[src/rtl/pixel_collector.sv]
// pixel_collector
//   Drains result bytes from NUM_SOLVERS row-interleaved pattern solvers and
//   writes them to a frame buffer. Solver k owns rows k, k+N, k+2N, ... and
//   produces each row left to right. The collector tracks every solver's
//   pixel position, grants ready solvers round-robin, and presents one pixel
//   per cycle on a valid/ready write port with a linear address.
//
// Ports
//   clock, reset        system clock, asynchronous active-high reset
//   solver_out          result byte of solver k on bits [8k+7:8k]
//   solver_ready        solver k holds a valid byte until its continue pulse
//   solver_done         solver k has finished its rows (level)
//   solver_continue     one-cycle release pulse to solver k (combinational)
//   pix_valid/pix_ready write handshake towards the frame buffer
//   pix_addr, pix_data  row*WIDTH + col, pixel value
//   frame_done          every pixel of the frame written (sticky)
//   overflow            a solver produced a pixel beyond HEIGHT (sticky)
//
// The release output is named solver_continue because "continue" is a
// reserved word in SystemVerilog.

module pixel_collector #(
    parameter int unsigned NUM_SOLVERS = 4,
    parameter int unsigned WIDTH       = 640,
    parameter int unsigned HEIGHT      = 480,
    parameter int unsigned ADDR_W      = 19
) (
    input  logic                     clock,
    input  logic                     reset,
    input  logic [8*NUM_SOLVERS-1:0] solver_out,
    input  logic [NUM_SOLVERS-1:0]   solver_ready,
    input  logic [NUM_SOLVERS-1:0]   solver_done,
    output logic [NUM_SOLVERS-1:0]   solver_continue,
    output logic                     pix_valid,
    input  logic                     pix_ready,
    output logic [ADDR_W-1:0]        pix_addr,
    output logic [7:0]               pix_data,
    output logic                     frame_done,
    output logic                     overflow
);

    localparam int unsigned CW = (WIDTH > 1) ? $clog2(WIDTH) : 1;
    // Row counters must reach HEIGHT-1+N after the final row wrap.
    localparam int unsigned RW = $clog2(HEIGHT + NUM_SOLVERS + 1);
    localparam int unsigned PW = (NUM_SOLVERS > 1) ? $clog2(NUM_SOLVERS) : 1;

    localparam logic [CW-1:0]     COL_LAST  = CW'(WIDTH - 1);
    localparam logic [RW-1:0]     ROW_LIMIT = RW'(HEIGHT);
    localparam logic [RW-1:0]     ROW_STEP  = RW'(NUM_SOLVERS);
    localparam logic [ADDR_W-1:0] BASE_STEP = ADDR_W'(NUM_SOLVERS * WIDTH);
    localparam logic [PW-1:0]     PTR_LAST  = PW'(NUM_SOLVERS - 1);

    // Per-solver position; base_q tracks row_q*WIDTH so no multiplier is needed.
    logic [CW-1:0]     col_q  [NUM_SOLVERS];
    logic [CW-1:0]     col_d  [NUM_SOLVERS];
    logic [RW-1:0]     row_q  [NUM_SOLVERS];
    logic [RW-1:0]     row_d  [NUM_SOLVERS];
    logic [ADDR_W-1:0] base_q [NUM_SOLVERS];
    logic [ADDR_W-1:0] base_d [NUM_SOLVERS];

    logic [PW-1:0]     rr_ptr_q, rr_ptr_d;
    logic              pix_valid_q, pix_valid_d;
    logic [ADDR_W-1:0] pix_addr_q, pix_addr_d;
    logic [7:0]        pix_data_q, pix_data_d;
    logic              frame_done_q, frame_done_d;
    logic              overflow_q, overflow_d;

    logic                   stage_free;
    logic                   gnt_any;
    logic [PW-1:0]          gnt_idx;
    logic [NUM_SOLVERS-1:0] grant;
    logic                   all_rows_done;
    int unsigned            scan_idx;

    // Round-robin search starting at rr_ptr_q, wrapping at NUM_SOLVERS.
    always_comb begin
        stage_free    = !pix_valid_q || pix_ready;
        gnt_any       = 1'b0;
        gnt_idx       = '0;
        grant         = '0;
        scan_idx      = 0;
        all_rows_done = 1'b1;
        for (int unsigned i = 0; i < NUM_SOLVERS; i++) begin
            scan_idx = int'(rr_ptr_q) + i;
            if (scan_idx >= NUM_SOLVERS) begin
                scan_idx = scan_idx - NUM_SOLVERS;
            end
            if (stage_free && !gnt_any && solver_ready[scan_idx]) begin
                gnt_any         = 1'b1;
                gnt_idx         = PW'(scan_idx);
                grant[scan_idx] = 1'b1;
            end
        end
        for (int unsigned k = 0; k < NUM_SOLVERS; k++) begin
            if (row_q[k] < ROW_LIMIT) begin
                all_rows_done = 1'b0;
            end
        end
    end

    always_comb begin
        col_d        = col_q;
        row_d        = row_q;
        base_d       = base_q;
        rr_ptr_d     = rr_ptr_q;
        pix_valid_d  = pix_valid_q;
        pix_addr_d   = pix_addr_q;
        pix_data_d   = pix_data_q;
        frame_done_d = frame_done_q;
        overflow_d   = overflow_q;

        if (pix_valid_q && pix_ready) begin
            pix_valid_d = 1'b0;
        end

        if (gnt_any) begin
            if (row_q[gnt_idx] < ROW_LIMIT) begin
                pix_valid_d = 1'b1;
                pix_data_d  = solver_out[8*gnt_idx +: 8];
                pix_addr_d  = base_q[gnt_idx] + ADDR_W'(col_q[gnt_idx]);
                if (col_q[gnt_idx] == COL_LAST) begin
                    col_d[gnt_idx]  = '0;
                    row_d[gnt_idx]  = row_q[gnt_idx] + ROW_STEP;
                    base_d[gnt_idx] = base_q[gnt_idx] + BASE_STEP;
                end else begin
                    col_d[gnt_idx] = col_q[gnt_idx] + 1'b1;
                end
                rr_ptr_d = (gnt_idx == PTR_LAST) ? '0 : gnt_idx + 1'b1;
            end else begin
                // Byte past the last row: released and dropped, position frozen.
                overflow_d = 1'b1;
            end
        end

        if ((&solver_done) && !(|solver_ready) && stage_free && all_rows_done) begin
            frame_done_d = 1'b1;
        end
    end

    always_ff @(posedge clock or posedge reset) begin
        if (reset) begin
            for (int unsigned k = 0; k < NUM_SOLVERS; k++) begin
                col_q[k]  <= '0;
                row_q[k]  <= RW'(k);
                base_q[k] <= ADDR_W'(k * WIDTH);
            end
            rr_ptr_q     <= '0;
            pix_valid_q  <= 1'b0;
            pix_addr_q   <= '0;
            pix_data_q   <= '0;
            frame_done_q <= 1'b0;
            overflow_q   <= 1'b0;
        end else begin
            col_q        <= col_d;
            row_q        <= row_d;
            base_q       <= base_d;
            rr_ptr_q     <= rr_ptr_d;
            pix_valid_q  <= pix_valid_d;
            pix_addr_q   <= pix_addr_d;
            pix_data_q   <= pix_data_d;
            frame_done_q <= frame_done_d;
            overflow_q   <= overflow_d;
        end
    end

    assign solver_continue = grant;
    assign pix_valid       = pix_valid_q;
    assign pix_addr        = pix_addr_q;
    assign pix_data        = pix_data_q;
    assign frame_done      = frame_done_q;
    assign overflow        = overflow_q;

endmodule

[config.mk]
export PLATFORM = sky130hd
export DESIGN_NAME = pixel_collector
export DESIGN_NICKNAME = d
export VERILOG_FILES = /design/src/rtl/pixel_collector.sv
export SDC_FILE = /design/constraint.sdc
export NUM_CORES = 1
export LEC_CHECK = 0
export ABC_AREA = 1
export BUFFER_PORTS_ARGS = -buffer_cell sky130_fd_sc_hd__clkbuf_2
export CAP_MARGIN = 20
export CORE_MARGIN = 1
export CORE_UTILIZATION = 65
export DETAILED_ROUTE_END_ITERATION = 16
export PLACE_DENSITY = 0.85
export SYNTH_ARGS = -nofsm -noshare
export SYNTH_HDL_FRONTEND = slang
export SYNTH_SLANG_ARGS = --single-unit
[constraint.sdc]
create_clock -name clock -period 8.15 [get_ports clock]
set_input_delay 0.815 -clock clock [delete_from_list [all_inputs] [get_ports clock]]
set_output_delay 0.815 -clock clock [all_outputs]
set_load 0.005 [all_outputs]
==> reports/results.txt, run 1 <==
Clock Pin Slew Worst Setup and Hold Paths -> 0.07 ns
MaxCap Viol Count -> 0
status -> completed
ant diodes -> 0
final hold slack -> 0.477 ns
largest net degree at the start of global routing -> 84
initial drt markers -> 684
post-route cell area -> 10,900 um^2
Clock Root Buffer -> clkbuf_16
fraction of layout cells with a size suffix above 1 -> 13.1%
worst-margin pin slew -> 0.918 ns
H-tree Lvls -> 4
Crit path max-delay family -> simple AND/OR/NAND/NOR gates
DR vias -> 8,801
Worst path slowest cell -> dfrtp_1
slew margin rel. -> 38.8%
area growth from synthesis to layout -> 8.73%
first-pass GRT wire length -> 39,400 um
area of the mapped netlist -> 9990 um^2
DR pass1 iterations -> 6
setup TNS -> 0 ns
crit end category -> flip-flop
Synth top cells by count -> 472 x nand2_1, 168 x dfrtp_1, 148 x inv_1
clock skew -> 0.0139 ns
Global Route Usage Sum -> 31.2%
Fin. Hold Viols -> 0
Starting Density -> 67.7%
Post-synth EDFFs -> 0
critical path fanouts, max -> 47
# fillers -> 1,183
cells after synthesis -> 1,328
Clock Latency Late Sink -> 0.44 ns
clock tree buffer depth -> 2
RSZ-0062 raised after global routing -> no
die height -> 126 um
clk sinks -> 176
Largest stage delay, worst path -> 0.65 ns
Final Cycle Share -> 68.5%
crit path time final -> 5.58 ns
dominant cells by area after synthesis -> dfrtp_1 42%, nand2_1 18%, inv_1 5.6%
Crit path buffers/inverters -> 6
synth unique cells -> 48
dominant cell type by area after synthesis -> dfrtp_1
startpoint types -> flip-flop
Avg Cell Area, Syn -> 7.52 um^2
number of global-route vias before repair -> 8,354
DRT antenna net count -> 0
Resized Gates After CTS -> 0
Row Count -> 44
sequential-to-total area share from yosys stat -> 44.2%
post-placement cell count -> 1,542
# nets final -> 1,447
GRT Residual Overflow -> 0
post-CTS setup buffer count -> 0
critical path arrival -> 5.91 ns
TritonCTS clock tree -> built
vias per cell -> 5.59
antenna violations before repair -> 0
non-filler instance count after layout -> 1,575
WL final -> 23,000 um
die width -> 126 um
placed inst area -> 10,300 um^2
I/O pin count -> 77
CTS Buf Count -> 17
syn nets -> 1,397
top-count cell post-synth -> nand2_1
port buffer count -> 76
class of the worst hold path -> flip-flop to flip-flop
Setup CP Type -> flip-flop to flip-flop
CP Data Required Time -> 8.48 ns
FF+latch count, synth -> 176
critical path's most frequent cell -> nand2_1
Finish-stage setup viols -> 0
post-DP HPWL -> 15,000 um
die area -> 15,900 um^2
# hold bufs at CTS -> 0
Max Slew Vio Count -> 0
max frequency -> 179 MHz
WL/cell -> 14.6 um
Main synth FF type -> dfrtp_1
synth warn -> 0
Async SR Flop Fraction -> 100%
core area -> 14,800 um^2
Final GP Congestion -> 0.890
Yosys top cell area share -> 42.1%
drt drc -> 0
-- cell families after synthesis --
family	count (synthesis)	synth area share (%)
simple gates	684	29.3
buf+inv	215	9.96
compound gates	204	11.3
flops	176	44.2
fa+ha+maj	26	3.33
xor+xnor	23	2.02
-- sequential cells by signal, indices dropped and copies added, names as in the netlist --
signal      cells
base_q         76
col_q          40
pix_data        8
row_q          28
pix_valid       1
frame_done      1
pix_addr       19
overflow        1
rr_ptr_q        2
-- final cells by class --
type	count	area (um^2)	share of cell area, %
Multi-Input combinational cell	937	4580	42.2
Timing Repair Buffer	85	455	4.19
Inverter	161	616	5.67
Tap cell	184	230	2.12
Sequential cell	176	4410	40.6
Clock buffer	21	460	4.24
Clock inverter	11	105	0.968
-- final timing paths --
check                            startpoint      endpoint  slack (ns)  cells after the start
max in group asynchronous             reset     col_q[22]        5.91                      4
worst max register to register  rr_ptr_q[0]  pix_addr[17]        2.57                     27
min in group asynchronous             reset   pix_data[7]        0.49                      2
worst max-delay path            rr_ptr_q[0]  pix_addr[17]        2.57                     27
worst min register to register    base_q[7]     base_q[7]        0.48                      2
worst min-delay path              base_q[7]     base_q[7]        0.48                      2
-- through the flow --
stage / util [%] / setup slack [ns]
global route: 73.6 / 1.98
CTS: 73.5 / 2.68
global placement: 69.7 / 2.89
floorplan: - / 2.57
detailed placement: 69.7 / 2.70
finish: 73.6 / 2.57
-- cell usage in the layout (no fill, tap or decap), types with 9 or more instances in the layout --
master / n
o21ai_1: 86
nand2_2: 12
o21ai_0: 73
nor2_2: 9
dfrtp_1: 168
clkbuf_16: 17
nand3_1: 85
nand4_1: 10
inv_1: 147
inv_2: 9
a32oi_1: 9
nor2_1: 65
xor2_1: 15
clkbuf_2: 76
nand2_1: 472
ha_1: 25
or2_2: 13
-- metal layers --
metal  wire length, um  share of wire, %  global-route usage, %  up-vias
met4               607               2.6                   13.3        0
met3              1250               5.4                   5.35       54
met5                 0                 0                      0        -
met1             10200                44                   41.2     4157
li1                  -                 -                      -     4308
met2             11000                48                   51.1      282
-- worst min-delay path: stages (launching register included) --
cell     delay, ns
dfstp_2       0.37
nand2_1       0.05
o21ai_1       0.05
Power of run 1 is left out: the tool's default activity adds up to more than one toggle a clock period on the data nets, which glitch-free logic cannot reach.
==> inputs of run 2 (changes only) <==
--- a/config.mk
+++ b/config.mk
@@ -9,9 +9,9 @@
 export BUFFER_PORTS_ARGS = -buffer_cell sky130_fd_sc_hd__clkbuf_2
 export CAP_MARGIN = 20
 export CORE_MARGIN = 1
-export CORE_UTILIZATION = 65
+export CORE_UTILIZATION = 55
 export DETAILED_ROUTE_END_ITERATION = 16
-export PLACE_DENSITY = 0.85
+export PLACE_DENSITY = 0.77
 export SYNTH_ARGS = -nofsm -noshare
 export SYNTH_HDL_FRONTEND = slang
 export SYNTH_SLANG_ARGS = --single-unit
==> constraint.sdc (replaced) <==
create_clock -name clock -period 4.69 [get_ports clock]
set_input_delay 0.469 -clock clock [delete_from_list [all_inputs] [get_ports clock]]
set_output_delay 0.469 -clock clock [all_outputs]
set_load 0.005 [all_outputs]
==> reports/results.txt, run 2 (synthesized netlist as in run 1, its figures left out) <==
die width -> 137 um
startpoint types -> flip-flop
drt drc -> 0
DRT antenna net count -> 0
setup TNS -> 0 ns
CTS Buf Count -> 17
die area -> 18,700 um^2
Setup CP Type -> flip-flop to flip-flop
Final Cycle Share -> 92.7%
vias per cell -> 5.37
commonest non-fill, non-tap cell in the layout -> nand2_1
GRT Residual Overflow -> 0
worst-margin pin slew -> 0.928 ns
Row Count -> 48
Clock Root Buffer -> clkbuf_16
crit path time final -> 4.35 ns
status -> completed
Largest register FFs -> 76
die height -> 137 um
area growth from synthesis to layout -> 12.9%
# nets final -> 1,473
DR pass1 iterations -> 5
TritonCTS clock tree -> built
fraction of layout cells with a size suffix above 1 -> 15.5%
post-DP HPWL -> 15,900 um
clock skew -> 0.00768 ns
initial drt markers -> 848
clock tree buffer depth -> 2
Finish-stage setup viols -> 0
R2R Setup Slk -> 0.34 ns
Top Registers -> base_q x76, col_q x40, row_q x28
clk sinks -> 176
most frequent cells in the layout -> 471 x nand2_1, 167 x dfrtp_1, 146 x inv_1
DR vias -> 8,813
WL/cell -> 14.6 um
critical path arrival -> 4.65 ns
crit path launch -> rr_ptr_q[0]
largest net degree at the start of global routing -> 177
Max Slew Vio Count -> 0
antenna violations before repair -> 0
Clock Latency Late Sink -> 0.43 ns
core area -> 17,500 um^2
critical path fanouts, max -> 25
CP Data Required Time -> 4.99 ns
I/O pin count -> 77
largest register by flop count -> base_q
max frequency -> 230 MHz
Starting Density -> 57.0%
RSZ-0062 raised after global routing -> no
ant diodes -> 0
WL final -> 24,000 um
first-pass GRT wire length -> 39,000 um
slew margin rel. -> 38.1%
crit end category -> flip-flop
Global Route Usage Sum -> 26.9%
H-tree Lvls -> 4
number of global-route vias before repair -> 7,929
Final GP Congestion -> 0.918
class of the worst hold path -> input port to async pin
port buffer count -> 76
Fin. Hold Viols -> 0
MaxCap Viol Count -> 0
worst r2r src -> rr_ptr_q[0]
Clock Pin Slew Worst Setup and Hold Paths -> 0.07 ns
## run 2: timing repair
item	4_1_cts	5_1_grt
resized for setup	0	17
setup endpoints to repair	0	8
buffers inserted	0	8
hold buffers	0	0
## run 2: area by class of cell
class | count | area [um^2]
Fill cell | 1503 | 6260
Tap cell | 225 | 282
Sequential cell | 176 | 4420
Clock inverter | 13 | 140
Inverter | 161 | 618
Timing Repair Buffer | 110 | 711
Clock buffer | 19 | 433
Multi-Input combinational cell | 938 | 4680
## run 2: final timing paths
check,end,cells past startpoint
min in group clock,pix_data[5],5
setup reg to reg,pix_addr[14],27
setup / recovery,pix_addr[14],27
hold reg to reg,base_q[47],2
hold / removal,base_q[25],3
max in group asynchronous,base_q[14],3
## run 2: per-stage QoR
| step | util [%] | setup slack [ns] | area (um^2) | instances | hold WS [ns] |
|---|---|---|---|---|---|
| 2_1_floorplan | - | 0.00873 | 10000 | 1328 | 0.444 |
| 3_3_place_gp | 60.2 | 0.197 | 10600 | 1601 | 0.459 |
| 3_5_place_dp | 60.2 | 0.0646 | 10600 | 1601 | 0.464 |
| 4_1_cts | 63.5 | 0.0441 | 11100 | 1633 | 0.361 |
| 5_1_grt | 64.3 | 0.0239 | 11300 | 1642 | 0.416 |
| 6_report | 64.3 | 0.341 | 11300 | 1642 | 0.304 |
## run 2: critical path, cell delays in order, from the launching register on
cell and delay (ns):
dfrtp_1 0.43, buf_4 0.20, nand2_1 0.11, nand2_1 0.08, nand2_1 0.07, nand2_1 0.08
nand2_2 0.11, nand2_1 0.07, inv_2 0.07, nand2_4 0.10, nand2_2 0.23, nand2_8 0.14
buf_4 0.25, o21ai_0 0.16, inv_1 0.06, a32oi_1 0.23, inv_1 0.11, ha_1 0.34
a21oi_1 0.21, nor2_1 0.07, a211oi_1 0.22, o31ai_2 0.13, a21oi_1 0.18, o21bai_2 0.11
nand3_2 0.12, nor2_4 0.07, xor2_1 0.17, o21ai_0 0.09
## run 2: metal layers
layer | vias to the layer above | routed length (um) | track usage [%]
met2 | 259 | 11300 | 43.1
met5 | - | 0 | 0
met4 | 0 | 544 | 8.79
li1 | 4360 | - | -
met1 | 4153 | 10900 | 37.7
met3 | 41 | 1250 | 3.93
Power of run 2 is left out for the same reason.
